--- config.mk ---
export PLATFORM = sky130hd
export DESIGN_NAME = load_store_unit
export DESIGN_NICKNAME = d
export VERILOG_FILES = /design/src/rtl/lsu_pkg.sv /design/src/rtl/lsu_align.sv /design/src/rtl/load_store_unit.sv
export SDC_FILE = /design/constraint.sdc
export NUM_CORES = 1
export LEC_CHECK = 0
export CAP_MARGIN = 20
export CORE_ASPECT_RATIO = 1.2
export CORE_MARGIN = 1
export CORE_UTILIZATION = 35
export DETAILED_ROUTE_END_ITERATION = 8
export GPL_ROUTABILITY_DRIVEN = 0
export PLACE_DENSITY = 0.69
export SLEW_MARGIN = 20
export SYNTH_ARGS = -nofsm -noshare
export SYNTH_HDL_FRONTEND = slang
export SYNTH_SLANG_ARGS = --single-unit
--- constraint.sdc ---
create_clock -name clk -period 2.05 [get_ports clk]
set_input_delay 0.615 -clock clk [delete_from_list [all_inputs] [get_ports clk]]
set_output_delay 0.615 -clock clk [all_outputs]
set_load 0.02 [all_outputs]
--- src/rtl/lsu_pkg.sv ---
// Shared definitions for the load/store unit: funct3 encodings, FSM states,
// error causes and a small lane-extension helper.
package lsu_pkg;

  // Access size / signedness encodings (instruction bits 14:12)
  localparam logic [2:0] F3_B  = 3'b000;
  localparam logic [2:0] F3_H  = 3'b001;
  localparam logic [2:0] F3_W  = 3'b010;
  localparam logic [2:0] F3_BU = 3'b100;
  localparam logic [2:0] F3_HU = 3'b101;

  typedef enum logic [1:0] {
    ST_IDLE = 2'b00,
    ST_REQ  = 2'b01,
    ST_RESP = 2'b10
  } lsu_state_e;

  typedef enum logic [1:0] {
    CAUSE_NONE     = 2'b00,
    CAUSE_MISALIGN = 2'b01,
    CAUSE_ILLEGAL  = 2'b10,
    CAUSE_TIMEOUT  = 2'b11
  } lsu_cause_e;

  // Widen a byte (lane[7:0]) or halfword (lane[15:0]) to 32 bits,
  // replicating the top bit when a signed load is requested.
  function automatic logic [31:0] ext_lane(input logic [15:0] lane,
                                           input logic        is_half,
                                           input logic        is_signed);
    logic sign_bit;
    logic [31:0] result;
    if (is_half) begin
      sign_bit = is_signed & lane[15];
      result   = {{16{sign_bit}}, lane};
    end else begin
      sign_bit = is_signed & lane[7];
      result   = {{24{sign_bit}}, lane[7:0]};
    end
    return result;
  endfunction

endpackage

--- src/rtl/lsu_align.sv ---
// Combinational lane logic for the load/store unit. The request side checks
// legality/alignment and builds byte enables and replicated store data from
// the live decode inputs; the response side extracts and extends load data
// using the operands latched when the request was accepted.
module lsu_align
  import lsu_pkg::*;
(
  input  logic [2:0]  funct3_i,
  input  logic        is_store_i,
  input  logic [1:0]  addr_lo_i,
  input  logic [3:0]  we_in_i,
  input  logic [31:0] wdata_i,
  input  logic [2:0]  ld_funct3_i,
  input  logic [1:0]  ld_addr_lo_i,
  input  logic [31:0] rdata_i,
  output logic        legal_o,
  output logic        misaligned_o,
  output logic [3:0]  be_o,
  output logic [31:0] wdata_o,
  output logic [31:0] ld_data_o
);

  logic [7:0]  be_wide_s;
  logic [7:0]  byte_lane_s;
  logic [15:0] half_lane_s;

  // Legal funct3 set differs for loads and stores; unsigned forms are load-only
  always_comb begin
    legal_o = 1'b0;
    case (funct3_i)
      F3_B, F3_H, F3_W: legal_o = 1'b1;
      F3_BU, F3_HU:     legal_o = ~is_store_i;
      default:          legal_o = 1'b0;
    endcase
  end

  // Halfwords need an even address, words a 4-byte aligned one
  always_comb begin
    misaligned_o = 1'b0;
    case (funct3_i)
      F3_H, F3_HU: misaligned_o = addr_lo_i[0];
      F3_W:        misaligned_o = (addr_lo_i != 2'b00);
      default:     misaligned_o = 1'b0;
    endcase
  end

  // Shift the decode byte-enable pattern into its lane; bits beyond lane 3 fall off
  always_comb begin
    be_wide_s = {4'b0000, we_in_i} << addr_lo_i;
    be_o      = be_wide_s[3:0];
  end

  // Replicate store data so whichever lanes are enabled see the right bytes
  always_comb begin
    wdata_o = wdata_i;
    case (funct3_i)
      F3_B:    wdata_o = {4{wdata_i[7:0]}};
      F3_H:    wdata_o = {2{wdata_i[15:0]}};
      default: wdata_o = wdata_i;
    endcase
  end

  // Pick the addressed lane of the returned word and extend it
  always_comb begin
    byte_lane_s = rdata_i[{ld_addr_lo_i, 3'b000} +: 8];
    half_lane_s = rdata_i[{ld_addr_lo_i[1], 4'b0000} +: 16];
    ld_data_o   = rdata_i;
    case (ld_funct3_i)
      F3_B:    ld_data_o = ext_lane({8'h00, byte_lane_s}, 1'b0, 1'b1);
      F3_BU:   ld_data_o = ext_lane({8'h00, byte_lane_s}, 1'b0, 1'b0);
      F3_H:    ld_data_o = ext_lane(half_lane_s, 1'b1, 1'b1);
      F3_HU:   ld_data_o = ext_lane(half_lane_s, 1'b1, 1'b0);
      default: ld_data_o = rdata_i;
    endcase
  end

endmodule

--- src/rtl/load_store_unit.sv ---
// Load/store unit: turns one decoded L/S access into a single handshaked
// data-memory transaction and reports completion, extended load data and
// error causes (misaligned, illegal funct3, memory timeout).
module load_store_unit
  import lsu_pkg::*;
#(
  parameter int unsigned TIMEOUT_CYCLES = 32'd255,
  parameter int unsigned ADDR_W         = 32'd32
) (
  input  logic              clk,
  input  logic              rst_n,
  input  logic              start,
  input  logic              is_store,
  input  logic [2:0]        funct3,
  input  logic [3:0]        we_in,
  input  logic [ADDR_W-1:0] addr,
  input  logic [31:0]       wdata,
  output logic              busy,
  output logic              done,
  output logic              err,
  output logic [1:0]        err_cause,
  output logic [31:0]       rdata_out,
  output logic              dmem_req,
  output logic [ADDR_W-1:0] dmem_addr,
  output logic [3:0]        dmem_we,
  output logic [31:0]       dmem_wdata,
  input  logic              dmem_ack,
  input  logic [31:0]       dmem_rdata
);

  // Counter only needs to reach TIMEOUT_CYCLES-1; it saturates rather than wraps
  localparam int unsigned CNT_W     = (TIMEOUT_CYCLES < 32'd2) ? 32'd1 : $clog2(TIMEOUT_CYCLES + 32'd1);
  localparam int unsigned TO_LAST_I = (TIMEOUT_CYCLES == 32'd0) ? 32'd0 : TIMEOUT_CYCLES - 32'd1;
  localparam logic [CNT_W-1:0] TO_LAST  = TO_LAST_I[CNT_W-1:0];
  localparam logic             TO_EN    = (TIMEOUT_CYCLES != 32'd0);
  localparam logic [CNT_W-1:0] CNT_MAX  = {CNT_W{1'b1}};

  lsu_state_e        state_q, state_d;
  logic              busy_q, busy_d;
  logic              done_q, done_d;
  logic              err_q, err_d;
  lsu_cause_e        cause_q, cause_d;
  logic [31:0]       rdata_q, rdata_d;
  logic              req_q, req_d;
  logic [ADDR_W-1:0] daddr_q, daddr_d;
  logic [3:0]        dwe_q, dwe_d;
  logic [31:0]       dwdata_q, dwdata_d;
  logic [2:0]        f3_q, f3_d;
  logic [1:0]        alo_q, alo_d;
  logic              store_q, store_d;
  logic [CNT_W-1:0]  cnt_q, cnt_d;

  logic              legal_s;
  logic              misal_s;
  logic [3:0]        be_s;
  logic [31:0]       wrep_s;
  logic [31:0]       ld_data_s;
  logic              timeout_hit_s;

  lsu_align u_align (
    .funct3_i     (funct3),
    .is_store_i   (is_store),
    .addr_lo_i    (addr[1:0]),
    .we_in_i      (we_in),
    .wdata_i      (wdata),
    .ld_funct3_i  (f3_q),
    .ld_addr_lo_i (alo_q),
    .rdata_i      (dmem_rdata),
    .legal_o      (legal_s),
    .misaligned_o (misal_s),
    .be_o         (be_s),
    .wdata_o      (wrep_s),
    .ld_data_o    (ld_data_s)
  );

  assign timeout_hit_s = TO_EN && (cnt_q == TO_LAST);

  // Next-state and output decode; err/cause are only asserted alongside done
  always_comb begin
    state_d  = state_q;
    req_d    = req_q;
    daddr_d  = daddr_q;
    dwe_d    = dwe_q;
    dwdata_d = dwdata_q;
    f3_d     = f3_q;
    alo_d    = alo_q;
    store_d  = store_q;
    cnt_d    = cnt_q;
    rdata_d  = rdata_q;
    err_d    = 1'b0;
    cause_d  = CAUSE_NONE;
    case (state_q)
      ST_IDLE: begin
        if (start) begin
          if (!legal_s) begin
            state_d = ST_RESP;
            err_d   = 1'b1;
            cause_d = CAUSE_ILLEGAL;
          end else if (misal_s) begin
            state_d = ST_RESP;
            err_d   = 1'b1;
            cause_d = CAUSE_MISALIGN;
          end else begin
            state_d  = ST_REQ;
            req_d    = 1'b1;
            daddr_d  = {addr[ADDR_W-1:2], 2'b00};
            dwe_d    = is_store ? be_s : 4'b0000;
            dwdata_d = is_store ? wrep_s : 32'h0000_0000;
            f3_d     = funct3;
            alo_d    = addr[1:0];
            store_d  = is_store;
            cnt_d    = {CNT_W{1'b0}};
          end
        end else begin
          state_d = ST_IDLE;
        end
      end
      ST_REQ: begin
        if (dmem_ack) begin
          state_d = ST_RESP;
          req_d   = 1'b0;
          if (!store_q) begin
            rdata_d = ld_data_s;
          end else begin
            rdata_d = rdata_q;
          end
        end else if (timeout_hit_s) begin
          state_d = ST_RESP;
          req_d   = 1'b0;
          err_d   = 1'b1;
          cause_d = CAUSE_TIMEOUT;
        end else begin
          cnt_d = (cnt_q == CNT_MAX) ? cnt_q : cnt_q + CNT_W'(1'b1);
        end
      end
      ST_RESP: begin
        state_d = ST_IDLE;
      end
      default: begin
        state_d = ST_IDLE;
        req_d   = 1'b0;
      end
    endcase
    done_d = (state_d == ST_RESP);
    busy_d = (state_d != ST_IDLE);
  end

  // State and output registers with synchronous active-low reset
  always_ff @(posedge clk) begin
    if (!rst_n) begin
      state_q  <= ST_IDLE;
      busy_q   <= 1'b0;
      done_q   <= 1'b0;
      err_q    <= 1'b0;
      cause_q  <= CAUSE_NONE;
      rdata_q  <= 32'h0000_0000;
      req_q    <= 1'b0;
      daddr_q  <= {ADDR_W{1'b0}};
      dwe_q    <= 4'b0000;
      dwdata_q <= 32'h0000_0000;
      f3_q     <= 3'b000;
      alo_q    <= 2'b00;
      store_q  <= 1'b0;
      cnt_q    <= {CNT_W{1'b0}};
    end else begin
      state_q  <= state_d;
      busy_q   <= busy_d;
      done_q   <= done_d;
      err_q    <= err_d;
      cause_q  <= cause_d;
      rdata_q  <= rdata_d;
      req_q    <= req_d;
      daddr_q  <= daddr_d;
      dwe_q    <= dwe_d;
      dwdata_q <= dwdata_d;
      f3_q     <= f3_d;
      alo_q    <= alo_d;
      store_q  <= store_d;
      cnt_q    <= cnt_d;
    end
  end

  assign busy       = busy_q;
  assign done       = done_q;
  assign err        = err_q;
  assign err_cause  = cause_q;
  assign rdata_out  = rdata_q;
  assign dmem_req   = req_q;
  assign dmem_addr  = daddr_q;
  assign dmem_we    = dwe_q;
  assign dmem_wdata = dwdata_q;

endmodule

==> results.yml <==
synthesis:
  muxShareOfSynthArea_pct: 8.12
  synthXorXnorAreaFrac_pct: 0
  yosys.area_share.adder_pct: 0.478
  synth_warnings: 0
  synthSimpleGateAreaFrac_pct: 20.2
  yosys.area.top_type: "dfxtp_1"
  syn_avg_cell_area_um2: 8.10
  synth_area_leaders: "dfxtp_1 46%, nand2_1 12%, a21oi_1 11%"
  synth_enable_flop_cells: 0
  synth_compound_area_share_pct: 20.7
  ys_ff_latch: 120
  yosysUniqueCellTypes: 47
  synth_top_family_by_area: "compound AO/OA/AOI/OAI gates"
  yosys.cell_count.top_type: "nand2_1"
  mappedNetlistArea_um2: 5240
  synth-main-ff-cell: "dfxtp_1"
  synth-seq-area-share_pct: 45.9
  synth_top_area_share_pct: 45.9
  syn_inst: 647
  synthTopCellsByCount: "161 x nand2_1, 120 x dfxtp_1, 115 x a21oi_1, 41 x clkbuf_1, 30 x nand3_1"
  async_flop_share_pct: 0
die:
  coreArea_um2: 14500
  ios: 214
  die_area_um2: 15500
  die_x_um: 114
  die_y_um: 136
  start_util_pct: 36.2
  rows: 48
worst_setup_path:
  cp_top_family: "buffers and inverters"
  startpoint_type: "register"
  end_kind: "output pin"
  critical_path.slowest_cell: "clkdlybuf4s50_1"
  cp.arrival_ns: 1.39
  cp.required_ns: 1.43
  crit_type: "register to output pin"
  critPathMaxStageDelay_ns: 0.67
  startpoint: "dmem_we[2]"
  crit_chain: "clkdlybuf4s50_1"
  crit_buf_inv: 1
  crit_fanout: 2
  r2r_start: "cnt_q[0]"
timing:
  tns_ns: 0
  setup_violations: 0
  slew_headroom_pct: 63.6
  finalMaxSlewViolations: 0
  final_hold_viol_count: 0
  worst_pin_slew_ns: 0.544
  fin_crit_sh_pct: 97.7
  fin_crit_ns: 2.00
  rsz0062_at_grt: "false"
  fin_skew_ns: 0.00828
  clock.fmax_ghz: 0.499
placed_design:
  portBuffers: 211
  hpwl_mm: 12.1
finish:
  multi_input_area_um2: 2630
  area_growth_pct: 62.0
  fillers: 1336
  seqCellArea_um2: 2400
  drive_above_1_share_pct: 13.6
  nets: 992
  antenna_cells: 0
global_route:
  top_usage_layer: "met2"
  overflow: 0
  antenna_found_initial: 1
  met3_usage_pct: 6.60
  track_usage_pct: 21.6
  grt_util_met1_pct: 25.6
  grtUsageMet2_pct: 37.0
  grt_start_max_net_pins: 38
  grt_pass1_wl_mm: 26.3
  grt_pass1_vias: 5224
routing:
  postRouteAntennaNets: 0
  wl_mm: 16.6
  vias: 5447
  first_iter_violations: 232
  avgRoutedWirePerCell_um: 15.2
  drc: 0
  firstDrtPassIters: 4
  via_per_inst: 4.98
clock_network:
  cts_root_buf: "clkbuf_16"
  cts_tree: "yes"
  cts_max_level: 4
  clk_pin_slew_ns: 0.05
  hold_buffers: 0
  clk_latency_ns: 0.41
  cts_buffers: 17
  cts_max_path_buffers: 2
  clock-sinks: 120
worst_hold_path:
  holdCritStartpoint: "dmem_we[0]"
  hold_class: "register to register"
pwr:
  power_density_nw_per_um2: 751
  finalPower_mw: 6.38
  p_leak_nw: 3.02
  irDropWorstVdd_v: 0.000368
outcome:
  status: "finished clean"
flow_run:
  maxCapViolCount: 0
==> metal layers <==
| layer | up-vias | share of wire (%) |
|---|---|---|
| li1 | 2730 | - |
| met1 | 2509 | 42 |
| met2 | 180 | 49 |
| met3 | 26 | 6.7 |
| met4 | 2 | 2.0 |
| met5 | - | 0.078 |
==> sequential cells by signal, summed over array words and instances (netlist names) <==
register    cells
rdata_out      32
busy            1
f3_q            3
dmem_wdata     32
alo_q           2
dmem_addr      30
err_cause       2
dmem_we         4
store_q         1
done            1
cnt_q           8
state_q         2
err             1
dmem_req        1
==> power by group <==
part / leakage, nW / switching [mW] / internal (mW) / total (mW)
registers: 0.974 / 0.0568 / 2.43 / 2.49
clock network: 0.255 / 1.11 / 1.67 / 2.78
logic: 1.79 / 0.535 / 0.577 / 1.11
==> cell type report <==
type	instances	area share [%]
Timing Repair Buffer	266	31.0
Multi-Input combinational cell	471	30.9
Sequential cell	120	28.3
Clock buffer	18	5.06
Tap cell	200	2.95
Clock inverter	13	1.47
Inverter	6	0.265
==> per-stage QoR <==
step           setup WS [ns]  util [%]  instance area [µm²]  std cells  hold WS, ns
2_1_floorplan        -0.0570         -                 5260        648        0.449
3_3_place_gp          -0.468      54.4                 7870       1060        0.440
3_5_place_dp          -0.479      54.4                 7870       1060        0.445
4_1_cts             0.000407      58.6                 8480       1094        0.452
5_1_grt              0.00151      58.6                 8490       1094        0.468
6_report              0.0476      58.6                 8490       1094        0.449
==> logic make-up after synthesis <==
kind of cell / after synthesis
other: 1
buffers and inverters: 57
and+or+nand+nor: 244
muxes: 38
DFF: 120
AOI/OAI and AO/OA: 185
adders and majority gates: 2
==> cells in the final DEF, fill, tap and decap left out, types with 5 or more instances in the layout <==
cell             count
inv_1                5
o2111ai_1            9
nand3_1             30
clkbuf_16           17
dfxtp_1            120
o221ai_1            12
o32a_1               6
clkdlybuf4s50_1    206
clkinvlp_4           5
mux2i_1             11
buf_4               46
mux2_2              26
nor2_1              23
nand3b_1             5
buf_12               7
nand2_1            161
o21ai_0             25
a21oi_1            115
==> timing repair <==
item / 4_1_cts / 5_1_grt
cloned: 1 / 0
resized for setup: 7 / 2
endpoints found under the setup margin: 39 / 78
buffers inserted: 2 / 0
pin swaps: 1 / 1
==> path summary, 6_finish.rpt <==
kind	end	slack [ns]	cells after the start
max	dmem_we[2]	0.05	1
min	dmem_we[0]	0.45	2
max reg2reg	cnt_q[1]	0.23	6
min reg2reg	dmem_we[0]	0.45	2
No activity file was read; power rests on OpenSTA's default activity.
